===== config.mk =====
export PLATFORM = sky130hd
export DESIGN_NAME = multicycle_processor
export DESIGN_NICKNAME = d
export VERILOG_FILES = /design/src/rtl/multicycle_processor.sv
export SDC_FILE = /design/constraint.sdc
export NUM_CORES = 2
export LEC_CHECK = 0
export ABC_CLOCK_PERIOD_IN_PS = 6700
export BUFFER_PORTS_ARGS = -buffer_cell sky130_fd_sc_hd__buf_4
export CAP_MARGIN = 10
export CORE_UTILIZATION = 26
export DETAILED_ROUTE_END_ITERATION = 8
export PLACE_DENSITY = 0.41
export REMOVE_ABC_BUFFERS = 1
export SLEW_MARGIN = 5
export SYNTH_ARGS = -nofsm -noshare
export SYNTH_HDL_FRONTEND = slang
export SYNTH_SLANG_ARGS = --single-unit

===== constraint.sdc =====
create_clock -name clk -period 6.7 [get_ports clk]
set_clock_uncertainty 0.2 [all_clocks]
set_input_delay 0.335 -clock clk [delete_from_list [all_inputs] [get_ports clk]]
set_output_delay 0.335 -clock clk [all_outputs]
set_load 0.03 [all_outputs]

===== src/rtl/multicycle_processor.sv =====
// Multicycle RV32I-subset core: one shared memory port with a ready handshake and a
// single ALU reused for PC increment, effective addresses and branch/jump targets.
module multicycle_processor #(
    parameter logic [31:0] RESET_PC = 32'h0000_0000,
    parameter int unsigned RET_W    = 32
) (
    input  logic             clk,
    input  logic             reset,
    output logic             mem_req,
    output logic             mem_we,
    output logic [31:0]      mem_addr,
    output logic [31:0]      mem_wdata,
    input  logic [31:0]      mem_rdata,
    input  logic             mem_ready,
    output logic [31:0]      PC,
    output logic             halted,
    output logic [RET_W-1:0] retired
);
    localparam logic [6:0] OP_LW  = 7'b0000011;
    localparam logic [6:0] OP_SW  = 7'b0100011;
    localparam logic [6:0] OP_R   = 7'b0110011;
    localparam logic [6:0] OP_I   = 7'b0010011;
    localparam logic [6:0] OP_BR  = 7'b1100011;
    localparam logic [6:0] OP_JAL = 7'b1101111;
    localparam logic [6:0] OP_LUI = 7'b0110111;

    typedef enum logic [3:0] {
        S_FETCH, S_DECODE, S_MEMADR, S_MEMREAD, S_MEMWB, S_MEMWRITE,
        S_EXEC_R, S_EXEC_I, S_ALUWB, S_BRANCH, S_JAL, S_LUI, S_HALT
    } state_t;

    typedef enum logic [2:0] {ALU_ADD, ALU_SUB, ALU_AND, ALU_OR, ALU_SLT} alu_op_t;

    state_t      state, next_state;
    logic [31:0] ir, old_pc, a, b, alu_out, data, target;
    logic [31:0] regs [32];

    logic [6:0]  opcode, funct7;
    logic [2:0]  funct3;
    logic [4:0]  rs1, rs2, rd;
    logic [31:0] imm_i, imm_s, imm_b, imm_j, imm_u;
    logic        arith_f3, r_legal, i_legal;

    alu_op_t     alu_op;
    logic [31:0] alu_a, alu_b, alu_y;
    logic        taken, retire, wr_en;
    logic [31:0] wr_data;

    assign opcode = ir[6:0];
    assign rd     = ir[11:7];
    assign funct3 = ir[14:12];
    assign rs1    = ir[19:15];
    assign rs2    = ir[24:20];
    assign funct7 = ir[31:25];
    assign imm_i  = {{20{ir[31]}}, ir[31:20]};
    assign imm_s  = {{20{ir[31]}}, ir[31:25], ir[11:7]};
    assign imm_b  = {{19{ir[31]}}, ir[31], ir[7], ir[30:25], ir[11:8], 1'b0};
    assign imm_j  = {{11{ir[31]}}, ir[31], ir[19:12], ir[20], ir[30:21], 1'b0};
    assign imm_u  = {ir[31:12], 12'b0};

    assign arith_f3 = (funct3 == 3'b000) || (funct3 == 3'b111) || (funct3 == 3'b110) || (funct3 == 3'b010);
    assign r_legal  = (funct7 == 7'h00 && arith_f3) || (funct7 == 7'h20 && funct3 == 3'b000);
    assign i_legal  = arith_f3;
    assign halted   = (state == S_HALT);

    function automatic alu_op_t op_from(input logic [2:0] f3, input logic sub);
        case (f3)
            3'b000:  return sub ? ALU_SUB : ALU_ADD;
            3'b111:  return ALU_AND;
            3'b110:  return ALU_OR;
            default: return ALU_SLT;
        endcase
    endfunction

    always_comb begin
        case (alu_op)
            ALU_SUB: alu_y = alu_a - alu_b;
            ALU_AND: alu_y = alu_a & alu_b;
            ALU_OR:  alu_y = alu_a | alu_b;
            ALU_SLT: alu_y = {31'b0, $signed(alu_a) < $signed(alu_b)};
            default: alu_y = alu_a + alu_b;
        endcase
    end

    always_comb begin
        next_state = state;
        alu_a      = a;
        alu_b      = b;
        alu_op     = ALU_ADD;
        taken      = 1'b0;
        retire     = 1'b0;
        wr_en      = 1'b0;
        wr_data    = alu_out;
        case (state)
            S_FETCH: begin
                alu_a = PC;
                alu_b = 32'd4;
                if (mem_ready) next_state = S_DECODE;
            end
            S_DECODE: begin
                alu_a = old_pc;
                alu_b = (opcode == OP_JAL) ? imm_j : imm_b;
                case (opcode)
                    OP_LW, OP_SW: next_state = (funct3 == 3'b010) ? S_MEMADR : S_HALT;
                    OP_R:         next_state = r_legal ? S_EXEC_R : S_HALT;
                    OP_I:         next_state = i_legal ? S_EXEC_I : S_HALT;
                    OP_BR:        next_state = (funct3[2:1] == 2'b00) ? S_BRANCH : S_HALT;
                    OP_JAL:       next_state = S_JAL;
                    OP_LUI:       next_state = S_LUI;
                    default:      next_state = S_HALT;
                endcase
            end
            S_MEMADR: begin
                alu_b = (opcode == OP_SW) ? imm_s : imm_i;
                if (alu_y[1:0] != 2'b00) next_state = S_HALT;
                else                     next_state = (opcode == OP_LW) ? S_MEMREAD : S_MEMWRITE;
            end
            S_MEMREAD: if (mem_ready) next_state = S_MEMWB;
            S_MEMWB: begin
                wr_en      = 1'b1;
                wr_data    = data;
                retire     = 1'b1;
                next_state = S_FETCH;
            end
            S_MEMWRITE: if (mem_ready) begin
                retire     = 1'b1;
                next_state = S_FETCH;
            end
            S_EXEC_R: begin
                alu_op     = op_from(funct3, funct7[5]);
                next_state = S_ALUWB;
            end
            S_EXEC_I: begin
                alu_b      = imm_i;
                alu_op     = op_from(funct3, 1'b0);
                next_state = S_ALUWB;
            end
            S_ALUWB: begin
                wr_en      = 1'b1;
                retire     = 1'b1;
                next_state = S_FETCH;
            end
            S_BRANCH: begin
                alu_op = ALU_SUB;
                taken  = funct3[0] ? (alu_y != '0) : (alu_y == '0);
                if (taken && target[1:0] != 2'b00) next_state = S_HALT;
                else begin
                    retire     = 1'b1;
                    next_state = S_FETCH;
                end
            end
            // Link value goes through ALUOut so the shared writeback state commits rd.
            S_JAL: begin
                alu_a      = old_pc;
                alu_b      = 32'd4;
                next_state = (target[1:0] != 2'b00) ? S_HALT : S_ALUWB;
            end
            S_LUI: begin
                wr_en      = 1'b1;
                wr_data    = imm_u;
                retire     = 1'b1;
                next_state = S_FETCH;
            end
            default: next_state = S_HALT;
        endcase
    end

    always_comb begin
        mem_req   = 1'b0;
        mem_we    = 1'b0;
        mem_addr  = '0;
        mem_wdata = '0;
        if (reset) begin
            case (state)
                S_FETCH: begin
                    mem_req  = 1'b1;
                    mem_addr = PC;
                end
                S_MEMREAD: begin
                    mem_req  = 1'b1;
                    mem_addr = alu_out;
                end
                S_MEMWRITE: begin
                    mem_req   = 1'b1;
                    mem_we    = 1'b1;
                    mem_addr  = alu_out;
                    mem_wdata = b;
                end
                default: ;
            endcase
        end
    end

    always_ff @(posedge clk) begin
        if (!reset) begin
            state   <= S_FETCH;
            PC      <= RESET_PC;
            ir      <= '0;
            old_pc  <= '0;
            a       <= '0;
            b       <= '0;
            alu_out <= '0;
            data    <= '0;
            target  <= '0;
            retired <= '0;
            for (int unsigned i = 0; i < 32; i++) regs[i] <= '0;
        end else begin
            state <= next_state;
            case (state)
                S_FETCH: if (mem_ready) begin
                    ir     <= mem_rdata;
                    old_pc <= PC;
                    PC     <= alu_y;
                end
                S_DECODE: begin
                    a      <= regs[rs1];
                    b      <= regs[rs2];
                    target <= alu_y;
                end
                S_MEMADR, S_EXEC_R, S_EXEC_I: alu_out <= alu_y;
                S_JAL: begin
                    alu_out <= alu_y;
                    PC      <= target;
                end
                S_MEMREAD: if (mem_ready) data <= mem_rdata;
                S_BRANCH: if (taken) PC <= target;
                default: ;
            endcase
            if (wr_en && rd != 5'd0) regs[rd] <= wr_data;
            if (retire) retired <= retired + RET_W'(1);
            // Faults always report the address of the offending instruction.
            if (next_state == S_HALT && state != S_HALT) PC <= old_pc;
        end
    end

endmodule


* After elaboration in Yosys (flattened, before gate mapping)
Memories as Yosys holds them, arrays and structs flattened. A register that Yosys moved wholly into a read port is not among the register bits.
Index checks and enable logic that the tools add are counted.
** Storage, ports and cells
- Register bits :: 228
- Bits in writable memories :: 1024
- Output and inout port bits :: 131
- Logic and storage cells :: 127
- Memories kept :: 1
** Memories
- regs :: words 32, bits a word 32, rd ports 2, clocked after Yosys merged registers in 2, write ports 32, line 36 : logic [31:0] regs [32];
** Cells by class
- $add $sub $neg :: 3
- Magnitude comparators :: 1
- Eq/ne operators :: 31
- Multiplexer cells :: 48
- Bitwise operators :: 2
- Reductions and logical operators :: 33
** Operators with widths (number)
- one-hot mux 32 bit (4 select lines) :: 2
- 2-to-1 mux 32 bit :: 7
- one-hot mux 32 bit (2 select lines) :: 3
- one-hot mux 32 bit (3 select lines) :: 1
- one-hot mux 4 bit (9 select lines) :: 1
- adder 32 x 1 -> 32 bit (second input constant) :: 1
- adder 32 bit :: 1
- AND 32 bit :: 1
- zero test 32 bit :: 1
- < comparator 32 bit :: 1
- 2-to-1 mux 4 bit :: 8
- OR 32 bit :: 1
- nonzero test 32 bit :: 1
- OR reduction 32 bit :: 1
- subtractor 32 bit :: 1
- == test 7 x 6 -> 1 bit (second input constant) :: 4
- one-hot mux 3 bit (3 select lines) :: 3
- == test 4 bit (second input constant) :: 6
- one-hot mux 4 bit (6 select lines) :: 1
- 2-to-1 mux 20 bit :: 1
- == test 4 x 3 -> 1 bit (second input constant) :: 4
- 2-to-1 mux 1 bit :: 15
- == test 7 bit (second input constant) :: 2
- 2-to-1 mux 5 bit :: 2
- other kinds (26) :: 49

* Logic depth before layout (Yosys ltp)
- Depth in word-level cells :: 14
- Gate-level depth with buffers :: 27
- Gate-level depth less buffers :: 26

* Worst setup path after synthesis
Ideal clock, no wire load.
- Path kind :: register -> register
- Start point :: register state[1]
- End point :: register PC[14]
- Setup time :: 146 ps
- Arrival time :: 5961 ps
- Required time :: 6354 ps
- Slack :: 393 ps
- Cell stages (with the launch flop) :: 24
- Buffers on the path :: 5
- Period minus slack after synthesis :: 6307 ps
- Cell sequence :: dfxtp_1 > buf_2 > buf_1 > clkbuf_1 > nand3b_1 > a21oi_1 > nor2_1 > clkbuf_1 > a221o_1 > ha_1 > or4_1 > or4_1 > a21o_1 > a31oi_2 > nor2_1 > a221o_1 > a21oi_2 > and3_1 > nand4_2 > or4_4 > a31oi_2 > buf_6 > mux2i_1 > a211oi_2
** Between the ends
- Word-level cells in the longest chain between the ends :: 14
** RTL lines
- start, declared :: line 34 : state_t state, next_state;
- start signal, assigned :: line 208 : state <= next_state;
- == test 4 bit (tied with other cells) :: line 94, 209
- OR reduction 2 bit (no source line)
- one-hot mux 32 bit (4 select lines) / one-hot mux 32 bit (2 select lines) (equally long branches) :: line 94 : case (state)
- adder 32 bit (tied with other cells) :: line 81 : default: alu_y = alu_a + alu_b;
- one-hot mux 32 bit (4 select lines) :: line 76 : case (alu_op)
- zero test 32 bit / nonzero test 32 bit (equally long branches) :: line 145 : taken = funct3[0] ? (alu_y != '0) : (alu_y == '0);
- 2-to-1 mux 1 bit :: line 145
- logical AND 1 bit :: line 146 : if (taken && target[1:0] != 2'b00) next_state = S_HALT;
- 2-to-1 mux 4 bit :: line 146
- one-hot mux 4 bit (9 select lines) :: line 94
- == test 4 bit :: line 232 : if (next_state == S_HALT && state != S_HALT) PC <= old_pc;
- logical AND 1 bit :: line 232
- != test 3 bit (no source line) / nonzero test 4 bit (equally long branches)
- AND reduction 3 bit (no source line)
- end signal, assigned :: line 223 : PC <= target;
- end signal, assigned :: line 226 : S_BRANCH: if (taken) PC <= target;
- end signal, assigned :: line 232
- end, declared :: line 15 : output logic [31:0] PC,
Parallel ways exist; a longest one is shown, timed or not. The select of a mux whose other input is x is not followed.
A chain may end at the register's enable or synchronous reset.

* Worst setup path in the final report
- Start point :: register state[3]
- End point :: register PC[15]
The elaborated chain is that of the path after synthesis.

==> impl_metrics.py <==
metrics = {
    "setup_path": {
        "crit_start": "state[3]$_SDFF_PN0_",
        "rrSetupSlack_ns": 0.21,
        "critPathBufInv": 7,
        "slowest_delay_ns": 0.54,
        "cp.arrival_ns": 6.95,
        "crit_top_cell": "buf_4",
        "critPathKind": "reg2reg",
        "critPathRequiredTime_ns": 7.17,
        "reg2reg_to": "PC[15]$_SDFFE_PN0P_",
        "cp_slowest_cell": "or4_4",
        "crit_family": "compound AO/OA/AOI/OAI gates",
        "worstSetupEndpoint": "PC[15]$_SDFFE_PN0P_",
        "end_kind": "flip-flop",
        "worst_setup_path_start_kind": "flip-flop",
        "crit-reg2reg-launch": "state[3]$_SDFF_PN0_",
        "worst_r2r_path_depth": 26,
        "path_max_fanout": 11,
        "cp.depth": 26,
    },
    "global_route": {
        "grt_max_degree": 103,
        "grt-ovfl-total": 0,
        "track_usage": 0.218,
        "grt_antenna_before_repair": 14,
        "grt_pass1_vias": 51600,
        "grt_pass1_wl_um": 420000,
    },
    "timing": {
        "maxSlewViolCount": 0,
        "setup_viol_count_final": 0,
        "finalHoldViolCount": 0,
        "maxSlewHeadroom": 0.192,
        "worst_pin_slew_ns": 1.21,
        "fmax_ghz": 0.154,
        "grt_setup_unrepaired": "false",
        "fin_crit_ns": 6.49,
        "fin_crit_sh": 0.968,
    },
    "detailed_routing": {
        "route.detailed.drc": 0,
        "drt_first_iter_violations": 5566,
        "wirelength_um": 304000,
        "first_pass_iters": 6,
        "routedWlPerCell_um": 31.4,
        "vias": 52100,
        "ant_nets": 0,
        "drt-vias-per-instance": 5.39,
    },
    "synthesis": {
        "synth_area_um2": 70800,
        "synthCells": 5764,
        "synth_area_per_cell_um2": 12.3,
        "yosysTopAreaCell": "edfxtp_1",
        "synth_flop_cell": "edfxtp_1",
        "synth_cell_types": 100,
        "synth_top_area_frac": 0.434,
        "yosysMostFrequentCell": "nor2_1",
        "synthTopCellsByCount": "nor2_1 (1282), edfxtp_1 (1024), mux4_2 (640), clkbuf_1 (470), nand2_1 (403)",
        "yosysSeqAreaShare": 0.517,
        "synth-edff-count": 1024,
        "async_flop_share": 0,
        "synth_top_cells_by_area": "edfxtp_1 (43%), mux4_2 (20%), dfxtp_1 (8.3%)",
        "ys_ff_latch": 1316,
        "yosys_warnings": 0,
    },
    "flow_run": {
        "drv_cap": 0,
    },
    "hold_path": {
        "hold_path_class": "in2reg",
    },
    "clocking": {
        "clkSinkCount": 1316,
        "cts_buffers": 153,
        "worstSkewPairLatency_ns": 0.82,
        "clock-root-buffer": "clkbuf_16",
        "cts_buffer_depth": 3,
        "ctsHtreeMaxLevel": 4,
        "clk_pin_slew_ns": 0.06,
        "cts_tree": "yes",
    },
    "cells_and_area": {
        "area_growth_pct": 17.6,
        "nFillCells": 27200,
        "nNetsFinal": 6113,
        "drive_gt1_frac": 0.266,
        "final_cells": 9672,
        "design_area_um2": 83300,
    },
    "place": {
        "gp_congestion": 0.923,
        "dpl_cell_area_um2": 77900,
        "hpwl_um": 196000,
        "io_buffer_count": 165,
        "dp_cells": 9342,
    },
    "floorplanning": {
        "row_count": 191,
        "initial_core_util": 0.262,
        "boundaryPins": 166,
        "coreArea_um2": 271000,
        "die_x_um": 524,
        "dieArea_um2": 274000,
        "die_h_um": 524,
    },
    "pwr": {
        "p_leak_uw": 0.0268,
        "peakVddDrop_v": 0.000219,
        "cellPowerDensity_nw_per_um2": 258,
    },
    "status": {
        "outcome": "finished clean",
    },
}
## cell families (layout without fill, tap and decap cells)
| logic type | after synthesis | after routing | synth area share |
|---|---|---|---|
| muxes | 779 | 779 | 0.223 |
| buffers and inverters | 660 | 964 | 0.0363 |
| adders and majority gates | 99 | 99 | 0.0177 |
| DFF | 1316 | 1316 | 0.517 |
| xor gates and xnor gates | 8 | 8 | 0.000989 |
| AOI/OAI and AO/OA | 870 | 870 | 0.0849 |
| and+or+nand+nor | 2031 | 2032 | 0.120 |
| other | 1 | 34 | 0.0000530 |
## report_power, final
part           switching, µW  internal, µW  total [µW]  leakage, µW
clock network           3550          4520        8070      0.00228
logic                   2460          1620        4070       0.0115
registers                273          9100        9370       0.0129
total                   6280         15200       21500       0.0268
## timing repair
action	in CTS	in global routing
setup buffers	3	8
setup endpoints to repair	62	66
resized for setup	8	46
pin swaps	4	10
cloned	1	2
endpoints found under the hold margin	89	0
hold buffers	38	0
## per-stage QoR
stage | hold slack [ns] | setup slack [ns] | setup TNS [ns] | total power, µW | utilization
finish | 0.178 | 0.213 | 0 | 21500 | 0.308
global route | 0.157 | 0.00179 | 0 | 22200 | 0.308
floorplan | 0.236 | -9.95 | -1799.27 | 12000 | -
global placement | 0.242 | -0.0119 | -0.140 | 13500 | 0.288
detailed placement | 0.248 | -0.120 | -3.09 | 13500 | 0.288
CTS | 0.119 | 0.00731 | 0 | 21600 | 0.306
## sequential cells by signal, summed over array words and instances, names as in the netlist
register	flops
a	32
data	32
old_pc	32
regs	1024
alu_out	32
state	4
ir	32
b	32
PC	32
target	32
retired	32
## placed cells by master (no fill, tap or decap), drive strengths merged, types with 97 or more instances in the layout
master	count
a211oi	160
a21oi	341
buf	543
clkbuf	217
dfxtp	292
edfxtp	1024
ha	97
inv	110
mux2i	134
mux4	640
nand2	403
nor2	1284
## metal layers
metal	up-vias	wire [µm]	GRT usage
met5	-	84	0
met2	2074	148000	0.371
met3	469	18500	0.0320
met4	12	10800	0.0720
met1	27400	126000	0.284
li1	22100	-	-
## cell type report
cell class / instances / area (µm²) / share of cell area
Sequential cell: 1316 / 36600 / 0.440
Multi-Input combinational cell: 3820 / 32400 / 0.389
Timing Repair Buffer: 583 / 4700 / 0.0564
Tap cell: 3570 / 4470 / 0.0536
Clock buffer: 215 / 4240 / 0.0509
Clock inverter: 61 / 413 / 0.00496
Inverter: 105 / 402 / 0.00482
Antenna cell: 2 / 5.00 / 0.0000601
## worst reg2reg max path: stages, from the launching register on
cell,delay [ns]
dfxtp_1,0.39
buf_4,0.21
nor2_1,0.08
nand2_1,0.12
a21oi_4,0.08
buf_4,0.19
nor2_4,0.48
a221o_1,0.30
inv_1,0.11
fa_1,0.48
nand2b_1,0.21
a21oi_1,0.19
o21ai_0,0.13
buf_4,0.17
a31oi_1,0.30
a21boi_0,0.24
a221o_1,0.39
o21a_1,0.14
nor4b_2,0.26
buf_4,0.18
nand2b_1,0.07
or4_4,0.54
a31oi_4,0.22
buf_12,0.18
clkbuf_16,0.19
mux2i_4,0.24
a211oi_2,0.09
## how the worst min path moves through the flow
stage,slack (ns),cells after the start,startpoint,endpoint
4_1_cts,0.12,4,mem_rdata[31],ir[31]$_SDFFE_PN0P_
2_1_floorplan,0.24,2,target[6]$_SDFFE_PN0P_,target[6]$_SDFFE_PN0P_
3_3_place_gp,0.24,2,data[21]$_SDFFE_PN0P_,data[21]$_SDFFE_PN0P_
6_report,0.18,4,mem_rdata[16],ir[16]$_SDFFE_PN0P_
5_1_grt,0.16,4,mem_rdata[31],ir[31]$_SDFFE_PN0P_
3_5_place_dp,0.25,2,data[23]$_SDFFE_PN0P_,data[23]$_SDFFE_PN0P_
Note: power is estimated with default switching activity, not from simulation.
